==> config.mk <==
export PLATFORM = sky130hd
export DESIGN_NAME = can_tx_bus_selector
export DESIGN_NICKNAME = d
export VERILOG_FILES = /design/src/rtl/can_tx_bus_selector_pkg.sv /design/src/rtl/can_tx_bus_selector_guard_timer.sv /design/src/rtl/can_tx_bus_selector.sv
export SDC_FILE = /design/constraint.sdc
export NUM_CORES = 1
export LEC_CHECK = 0
export CORE_ASPECT_RATIO = 0.5
export CORE_UTILIZATION = 40
export CTS_CLUSTER_DIAMETER = 150
export CTS_CLUSTER_SIZE = 25
export DETAILED_ROUTE_END_ITERATION = 7
export DONT_BUFFER_PORTS = 1
export MAX_ROUTING_LAYER = met4
export PLACE_DENSITY = 0.68
export SYNTH_ARGS = -nofsm -noshare
export SYNTH_HDL_FRONTEND = slang
export SYNTH_HIERARCHICAL = 1
export SYNTH_SLANG_ARGS = --single-unit
==> constraint.sdc <==
create_clock -name clk -period 2.41 [get_ports clk]
set_input_delay 0.3615 -clock clk [delete_from_list [all_inputs] [get_ports clk]]
set_output_delay 0.3615 -clock clk [all_outputs]
set_load 0.03 [all_outputs]
==> src/rtl/can_tx_bus_selector_pkg.sv <==
// Shared types and constants for the CAN TX bus selector that drives the 1-to-32 demux.
package can_tx_bus_selector_pkg;

  localparam int DEF_SEL_W          = 5;
  localparam int NUM_BUS            = 2 ** DEF_SEL_W;
  localparam int DEF_GUARD_CYCLES   = 2;
  localparam int DEF_TIMEOUT_CYCLES = 4096;

  typedef enum logic [2:0] {
    ST_FLUSH,
    ST_IDLE,
    ST_PARK_PRE,
    ST_SWITCH,
    ST_ACTIVE,
    ST_PARK_POST
  } state_e;

  // The timer counts down from TIMEOUT_CYCLES-1 or GUARD_CYCLES-1, so it must hold the larger.
  function automatic int timer_width(int timeout_cycles, int guard_cycles);
    int w;
    w = $clog2(timeout_cycles);
    if ($clog2(guard_cycles) > w) w = $clog2(guard_cycles);
    if (w < 1) w = 1;
    return w;
  endfunction

endpackage

==> src/rtl/can_tx_bus_selector_guard_timer.sv <==
// Loadable down-counter shared by the guard windows and the ACTIVE timeout; saturates at zero.
module can_tx_guard_timer #(
  parameter int W = 12
) (
  input  logic         clk,
  input  logic         rst,
  input  logic         load,
  input  logic [W-1:0] load_val,
  output logic         expired
);

  logic [W-1:0] count_q, count_d;

  // NOTE: every variable assigned in always_comb gets a default first, so no latch is inferred.
  always_comb begin
    count_d = count_q;
    if (load) begin
      count_d = load_val;
    end else if (count_q != '0) begin
      count_d = count_q - W'(1);
    end
  end

  // NOTE: sequential state uses non-blocking assignments only.
  always_ff @(posedge clk) begin
    if (rst) begin
      count_q <= '0;
    end else begin
      count_q <= count_d;
    end
  end

  assign expired = (count_q == '0);

endmodule

==> src/rtl/can_tx_bus_selector.sv <==
// Routes the TX controller's serial bit to one of 2**SEL_W demux outputs, changing sel only
// while the routed bit is recessive so every unselected bus stays latched at 1.
module can_tx_bus_selector
  import can_tx_bus_selector_pkg::*;
#(
  parameter int SEL_W          = DEF_SEL_W,
  parameter int GUARD_CYCLES   = DEF_GUARD_CYCLES,
  parameter int TIMEOUT_CYCLES = DEF_TIMEOUT_CYCLES
) (
  input  logic             clk,
  input  logic             rst,
  input  logic             req_valid,
  input  logic [SEL_W-1:0] req_bus_id,
  output logic             req_ready,
  input  logic             tx_active,
  input  logic             tx_bit,
  output logic [SEL_W-1:0] sel,
  output logic             tx_out,
  output logic             busy,
  output logic             done,
  output logic             timeout
);

  localparam int               CNT_W        = timer_width(TIMEOUT_CYCLES, GUARD_CYCLES);
  localparam logic [SEL_W-1:0] LAST_SEL     = SEL_W'((1 << SEL_W) - 1);
  localparam logic [CNT_W-1:0] GUARD_LOAD   = CNT_W'(GUARD_CYCLES - 1);
  localparam logic [CNT_W-1:0] TIMEOUT_LOAD = CNT_W'(TIMEOUT_CYCLES - 1);

  state_e           state_q, state_d;
  logic [SEL_W-1:0] sel_q, sel_d, id_q, id_d;
  logic             tx_out_q, tx_out_d;
  logic             req_ready_q, req_ready_d;
  logic             busy_q, busy_d;
  logic             done_q, done_d;
  logic             timeout_q, timeout_d;
  logic             to_flag_q, to_flag_d;
  logic             timer_load, timer_expired;
  logic [CNT_W-1:0] timer_load_val;

  can_tx_guard_timer #(.W(CNT_W)) u_timer (
    .clk      (clk),
    .rst      (rst),
    .load     (timer_load),
    .load_val (timer_load_val),
    .expired  (timer_expired)
  );

  always_comb begin
    state_d        = state_q;
    sel_d          = sel_q;
    id_d           = id_q;
    to_flag_d      = to_flag_q;
    tx_out_d       = 1'b1;
    done_d         = 1'b0;
    timeout_d      = 1'b0;
    timer_load     = 1'b0;
    timer_load_val = GUARD_LOAD;

    unique case (state_q)
      ST_FLUSH: begin
        if (sel_q == LAST_SEL) state_d = ST_IDLE;
        else                   sel_d   = sel_q + SEL_W'(1);
      end
      ST_IDLE: begin
        if (req_valid && req_ready_q) begin
          id_d       = req_bus_id;
          state_d    = ST_PARK_PRE;
          timer_load = 1'b1;
        end
      end
      ST_PARK_PRE: begin
        if (timer_expired) state_d = ST_SWITCH;
      end
      ST_SWITCH: begin
        sel_d          = id_q;
        state_d        = ST_ACTIVE;
        timer_load     = 1'b1;
        timer_load_val = TIMEOUT_LOAD;
      end
      ST_ACTIVE: begin
        // A frame ending on the timeout cycle is a normal end, hence tx_active is tested first.
        if (!tx_active) begin
          state_d    = ST_PARK_POST;
          timer_load = 1'b1;
        end else if (timer_expired) begin
          state_d    = ST_PARK_POST;
          timer_load = 1'b1;
          to_flag_d  = 1'b1;
        end else begin
          tx_out_d = tx_bit;
        end
      end
      ST_PARK_POST: begin
        if (timer_expired) begin
          state_d   = ST_IDLE;
          done_d    = 1'b1;
          timeout_d = to_flag_q;
          to_flag_d = 1'b0;
        end
      end
      default: state_d = ST_FLUSH;
    endcase

    req_ready_d = (state_d == ST_IDLE);
    busy_d      = (state_d != ST_IDLE);
  end

  always_ff @(posedge clk) begin
    if (rst) begin
      state_q     <= ST_FLUSH;
      sel_q       <= '0;
      id_q        <= '0;
      tx_out_q    <= 1'b1;
      req_ready_q <= 1'b0;
      busy_q      <= 1'b1;
      done_q      <= 1'b0;
      timeout_q   <= 1'b0;
      to_flag_q   <= 1'b0;
    end else begin
      state_q     <= state_d;
      sel_q       <= sel_d;
      id_q        <= id_d;
      tx_out_q    <= tx_out_d;
      req_ready_q <= req_ready_d;
      busy_q      <= busy_d;
      done_q      <= done_d;
      timeout_q   <= timeout_d;
      to_flag_q   <= to_flag_d;
    end
  end

  assign sel       = sel_q;
  assign tx_out    = tx_out_q;
  assign req_ready = req_ready_q;
  assign busy      = busy_q;
  assign done      = done_q;
  assign timeout   = timeout_q;

endmodule

==> results of run 1 <==
-- what timing repair did --
item                                    CTS  global route
hold endpoints to repair                  0             0
endpoints found under the setup margin    0             3
resized for setup                         0             1
hold buffers                              0             0
-- power by group --
part	switching, mW	internal (mW)	total (mW)
clock network	0.201	0.202	0.403
logic	0.314	0.294	0.609
registers	0.0679	0.579	0.647
total	0.583	1.08	1.66
-- flip-flops by register name, summed over array words and instances (netlist names) --
name / flops
tx_out: 1
state_q: 3
busy: 1
timeout: 1
to_flag_q: 1
done: 1
req_ready: 1
id_q: 5
u_timer/count_q: 12
sel: 5
-- synthesized netlist by cell type, drive strengths merged (2+ instances only) --
cell type  count  share of area [%]
dfxtp         31                 38
nor2          25                5.8
nor3          17                6.2
a21oi         15                4.9
inv           15                3.5
mux2i         11                6.8
nand2          9                2.1
a221oi         5                3.1
buf            5                2.7
nand3          5                1.5
a211oi         4                1.9
clkbuf         4                1.5
ha             4                3.1
or3            4                1.9
nand2b         3                1.2
nand3b         3                1.4
nor2b          3                1.2
nor4           3                1.2
o21ai          3               0.93
a311oi         2                1.1
nor3b          2               0.93
o22ai          2               0.77
o31a           2                1.1
o32ai          2                1.1
or4            2                1.4
-- stage by stage --
stage | cell area [um2] | setup slack, ns
floorplan | 1628 | 0.03037
global placement | 1697 | 0.2776
detailed placement | 1697 | 0.2146
CTS | 1782 | 0.1885
global route | 1788 | 0.04012
finish | 1788 | 0.1473
-- critical path: stages, from the launching register on --
cell and delay [ns]:
dfxtp_1 0.35, nor4_1 0.55, nand3_1 0.18, inv_1 0.11, nor2b_1 0.06, o32ai_2 0.26
buf_4 0.27, a21oi_1 0.06, a221oi_1 0.30
-- cell usage in the layout, fill, tap and decap left out, types with 2 or more instances in the layout --
| cell | n |
|---|---|
| a211oi_1 | 4 |
| a21oi_1 | 14 |
| a221oi_1 | 4 |
| a311oi_1 | 2 |
| buf_4 | 9 |
| clkbuf_8 | 5 |
| dfxtp_1 | 31 |
| ha_1 | 4 |
| inv_1 | 15 |
| mux2i_1 | 11 |
| nand2_1 | 9 |
| nand2b_1 | 3 |
| nand3_1 | 5 |
| nand3b_1 | 3 |
| nor2_1 | 25 |
| nor2b_1 | 3 |
| nor3_1 | 14 |
| nor3_2 | 3 |
| nor4_1 | 3 |
| o21ai_0 | 3 |
| o22ai_1 | 2 |
| o31a_1 | 2 |
| or3_1 | 3 |
| or4_4 | 2 |
-- logic make-up (layout without fill, tap and decap cells) --
group	after synthesis	after routing	synth area share, %
AOI/OAI and AO/OA	40	40	17.28
adders and majority gates	4	4	3.087
buffers and inverters	24	32	7.715
DFF	31	31	38.27
muxes	12	12	7.485
other	1	1	0.2313
and+or+nand+nor	79	79	25.93
-- metal layers --
| metal | wire length [um] | vias up | part of all wire, % | global-route usage, % |
|---|---|---|---|---|
| met3 | 146 | 2 | 4.4 | 5.016 |
| li1 | - | 699 | - | - |
| met1 | 1754 | 617 | 53 | 21.79 |
| met2 | 1392 | 26 | 42 | 25.97 |
| met4 | 13 | 0 | 0.39 | 4.688 |
| met5 | 0 | - | 0 | - |
-- worst paths after layout --
check                                         from                  to  slack, ns  cells past startpoint
worst min register to register           to_flag_q             timeout       0.48                      1
worst min-delay path                           rst  u_timer/count_q[8]       0.15                      1
worst max register to register  u_timer/count_q[3]  u_timer/count_q[3]       0.15                      8
worst max-delay path            u_timer/count_q[3]  u_timer/count_q[3]       0.15                      8
-- area by class of cell --
cell class	count	area, um2	area share (%)
Tap cell	51	63.81	3.569
Multi-Input combinational cell	136	894.6	50.04
Clock buffer	6	72.57	4.059
Inverter	15	56.30	3.149
Clock inverter	2	12.51	0.6998
Timing Repair Buffer	9	67.56	3.779
Sequential cell	31	620.6	34.71
==> flow_summary.json, run 1 <==
{
  "htree_levels": 2,
  "fp-row-count": 15,
  "gr-total-overflow": 0,
  "root_buffer": "clkbuf_8",
  "fin_crit_sh_pct": 93.89,
  "synth-edff-count": 0,
  "path_max_fanout": 18,
  "setup_tns_ns": 0,
  "rsz0062_at_grt": "no",
  "hold_class": "in2reg",
  "drive_above_1_share_pct": 13.57,
  "avgViaCountPerCell": 5.376,
  "syn_area_um2": 1622,
  "clock.fmax_mhz": 441.9,
  "ys_seq_area_share_pct": 38.27,
  "clk_latency_ns": 0.28,
  "hold_violations": 0,
  "wire_per_inst_um": 13.23,
  "fin_cells": 250,
  "ys_warn_count": 6,
  "dp_hpwl_mm": 2.247,
  "area_growth_pct": 10.26,
  "synthFlopType": "dfxtp_1",
  "routabilityCongestion": 0.8715,
  "path_clk_slew_ns": 0.06,
  "relSlewSlack_pct": 58.33,
  "maxCapViolCount": 0,
  "min_period_ns": 2.263,
  "grt_max_degree": 35,
  "leakage_nw": 0.6719,
  "drt-initial-drc-count": 51,
  "numPortBuffers": 0,
  "fin_util_pct": 49.11,
  "synth_cells": 191,
  "ant_nets": 0,
  "status": "finished, final reports clean",
  "vias": 1344,
  "first_pass_iters": 4,
  "die_h_um": 47.02,
  "end_kind": "register",
  "cts_tree": "built",
  "diodes": 0,
  "fillers": 367,
  "cts_buffer_depth": 2,
  "ys_ff_latch": 31,
  "synth_fp_nets": 205,
  "synth_cell_types": 41,
  "drc": 0,
  "grt_pass1_wl_mm": 5.326,
  "irDropWorstVdd_v": 0.0003497,
  "grtUsageTotal_pct": 16.84,
  "io_pins": 20,
  "initial_core_util_pct": 44.54,
  "cts.sinks": 31,
  "p_per_area_nw_per_um2": 927.7,
  "cp-start-kind": "register",
  "die_area_um2": 4328,
  "drv_slew": 0,
  "totalPowerFinal_mw": 1.659,
  "setup_viol": 0,
  "avgSynthCellArea_um2": 8.490,
  "dp.cells": 242,
  "synth-async-reset-ratio_pct": 0,
  "finClkSkew_ns": 0.004790,
  "grt_pass1_vias": 1145,
  "cts_made_buffers": 5,
  "whs_ns": 0.1454,
  "route.final.wire_length_mm": 3.307,
  "antenna_found_initial": 0,
  "final_nets": 212,
  "worstSetupPathType": "reg2reg",
  "worst_pin_slew_ns": 0.6216,
  "arrival_ns": 2.44,
  "fp.coreArea_um2": 3641,
  "cts_setup_buffers": 0,
  "die_x_um": 92.05,
  "required_ns": 2.58
}
Note: power is estimated with default switching activity, not from simulation.
==> inputs of run 2 (changes only) <==
--- a/config.mk
+++ b/config.mk
@@ -5,6 +5,7 @@
 export SDC_FILE = /design/constraint.sdc
 export NUM_CORES = 1
 export LEC_CHECK = 0
+export ABC_AREA = 1
 export CORE_ASPECT_RATIO = 0.5
 export CORE_UTILIZATION = 40
 export CTS_CLUSTER_DIAMETER = 150
==> flow_summary.json, run 2 <==
{
  "cp-start-kind": "register",
  "grt_pass1_wl_mm": 6.548,
  "synth-edff-count": 0,
  "worstSetupPathType": "reg2reg",
  "cts-hold-fix-buffers": 0,
  "layout_common_cells": "nand2_1 (65), nor2_1 (48), inv_1 (32), dfxtp_1 (31), nand3_1 (19)",
  "cts_buffer_depth": 2,
  "routabilityCongestion": 0.9100,
  "die_area_um2": 4812,
  "holdPathEnd": "u_timer/count_q[8]",
  "synthTopCellsByArea": "dfxtp_1 (34%), nand2_1 (13%), nor2_1 (10%)",
  "status": "finished, final reports clean",
  "hold_class": "in2reg",
  "ys_warn_count": 6,
  "synth.cells.most_frequent": "nand2_1 (65), nor2_1 (48), inv_1 (32), dfxtp_1 (31), nand3_1 (19)",
  "post-place-ws_ns": 0.3895,
  "arrival_ns": 2.26,
  "htree_levels": 2,
  "grtUsageTotal_pct": 17.76,
  "synthFlopType": "dfxtp_1",
  "p_per_area_nw_per_um2": 991.8,
  "final_common_cell": "nand2_1",
  "clk_latency_ns": 0.28,
  "worstHoldStart": "rst",
  "cts_made_buffers": 5,
  "min_period_ns": 2.049,
  "synth-async-reset-ratio_pct": 0,
  "ys_ff_latch": 31,
  "synth_fp_nets": 294,
  "ys_seq_area_share_pct": 34.30,
  "gr-total-overflow": 0,
  "route.final.wire_length_mm": 3.765,
  "post-synth-top-count-cell": "nand2_1",
  "cts_setup_buffers": 0,
  "reg2reg_depth": 15,
  "reg2reg_from": "u_timer/count_q[0]",
  "cp_common_cell": "nand2_1",
  "cts_resized": 0,
  "fp-row-count": 16,
  "drt-initial-drc-count": 115,
  "hold_violations": 0,
  "final_nets": 297,
  "avgViaCountPerCell": 5.024,
  "irDropWorstVdd_v": 0.0002925,
  "first_pass_iters": 4,
  "grt_max_degree": 21,
  "die_h_um": 49.56,
  "grt_pass1_vias": 1459,
  "cts.sinks": 31,
  "hold_depth": 1,
  "path_max_fanout": 13,
  "numPortBuffers": 0,
  "dp_hpwl_mm": 2.789,
  "wire_per_inst_um": 11.21,
  "clock.fmax_mhz": 488.1,
  "regMostFlops": "u_timer/count_q",
  "ant_nets": 0,
  "synth_cells": 280,
  "fin_crit_sh_pct": 85.01,
  "finClkSkew_ns": 0.002790,
  "synth_top_area_share_pct": 34.30,
  "cp_cell_sequence": "inv_1 -> ha_1 -> nand2_1 -> nor2_1 -> nand2_1 -> inv_1 -> inv_1 -> nand2_1 -> nand3_1 -> nand3_1 -> buf_4 -> nand2_1 -> o21ai_0 -> nand2_1 -> a21oi_1",
  "drive_above_1_share_pct": 12.06,
  "fin_util_pct": 46.98,
  "area_growth_pct": 6.570,
  "leakage_nw": 0.9168,
  "maxCapViolCount": 0,
  "fp.coreArea_um2": 4104,
  "setup_viol": 0,
  "slowest_stage": "dfxtp_1",
  "required_ns": 2.62,
  "setup_tns_ns": 0,
  "cpPeakStageDelay_ns": 0.33,
  "root_buffer": "clkbuf_8",
  "rsz0062_at_grt": "no",
  "antenna_found_initial": 0,
  "die_x_um": 97.11,
  "diodes": 0,
  "yosys.area.top_type": "dfxtp_1",
  "cts_tree": "built",
  "io_pins": 20,
  "avgSynthCellArea_um2": 6.462,
  "vias": 1688,
  "synth_cell_types": 29,
  "r2r_setup_slack_ns": 0.36,
  "drv_slew": 0,
  "fin_ws_ns": 0.3613,
  "path_clk_slew_ns": 0.06,
  "largest_register_ffs": 12,
  "end_kind": "register",
  "syn_area_um2": 1809,
  "drc": 0,
  "initial_core_util_pct": 44.09,
  "r2r_end": "u_timer/count_q[0]"
}
run 2: worst max-delay path by stage:
stage	start	end	slack (ns)	cells after the start
after global placement	u_timer/count_q[0]	u_timer/count_q[0]	0.50	15
after global routing	u_timer/count_q[0]	u_timer/count_q[6]	0.09	14
after CTS	u_timer/count_q[0]	u_timer/count_q[0]	0.38	15
final	u_timer/count_q[0]	u_timer/count_q[0]	0.36	15
after detailed placement	u_timer/count_q[0]	u_timer/count_q[6]	0.39	14
after floorplan	u_timer/count_q[0]	u_timer/count_q[1]	0.54	14
run 2: power breakdown:
part / switching, mW / total, mW / leakage, nW / internal [mW]
Combinational: 0.543 / 0.858 / 0.627 / 0.315
Clock: 0.178 / 0.370 / 0.0371 / 0.192
Sequential: 0.0948 / 0.684 / 0.253 / 0.589
run 2: final cells by class:
cell class                 instances  area [um2]
clock buffer                       6       72.57
fill                             430        2176
inverter                          39       146.4
multi-input combinational        204        1006
sequential                        31       620.6
tap                               54       67.56
timing repair buffer               2       15.01
run 2: worst max-delay path, delay by kind of cell (launching register included):
family / cells / cell delay (ns)
DFF: 1 / 0.33
adders and majority gates: 1 / 0.20
buffers and inverters: 4 / 0.54
AOI/OAI and AO/OA: 2 / 0.19
and+or+nand+nor: 8 / 0.71
run 2: layer usage:
metal	global-route usage [%]	routed length (um)	vias to the layer above
li1	-	-	892
met1	22.36	1897	742
met2	27.11	1642	40
met3	4.113	126	14
met4	8.706	99	0
met5	-	0	-
run 2: logic make-up (layout without fill, tap and decap cells):
logic type / after synthesis / in the layout / share of synthesized area (%)
simple gates: 163 / 163 / 41.63
buf+inv: 45 / 47 / 10.10
compound gates: 35 / 35 / 10.51
flops: 31 / 31 / 34.30
fa+ha+maj: 4 / 4 / 2.766
other cells: 1 / 1 / 0.2073
xor+xnor: 1 / 1 / 0.4842
run 2: metrics by stage:
stage                     hold WS (ns)  area, um2  cells  power [mW]
final                           0.1443       1928    336       1.912
after global routing            0.1240       1928    336       2.099
after CTS                       0.1352       1928    336       1.928
after detailed placement        0.4348       1856    330       1.547
after global placement          0.4328       1856    330       1.540
after floorplan                 0.4207       1809    280       1.390
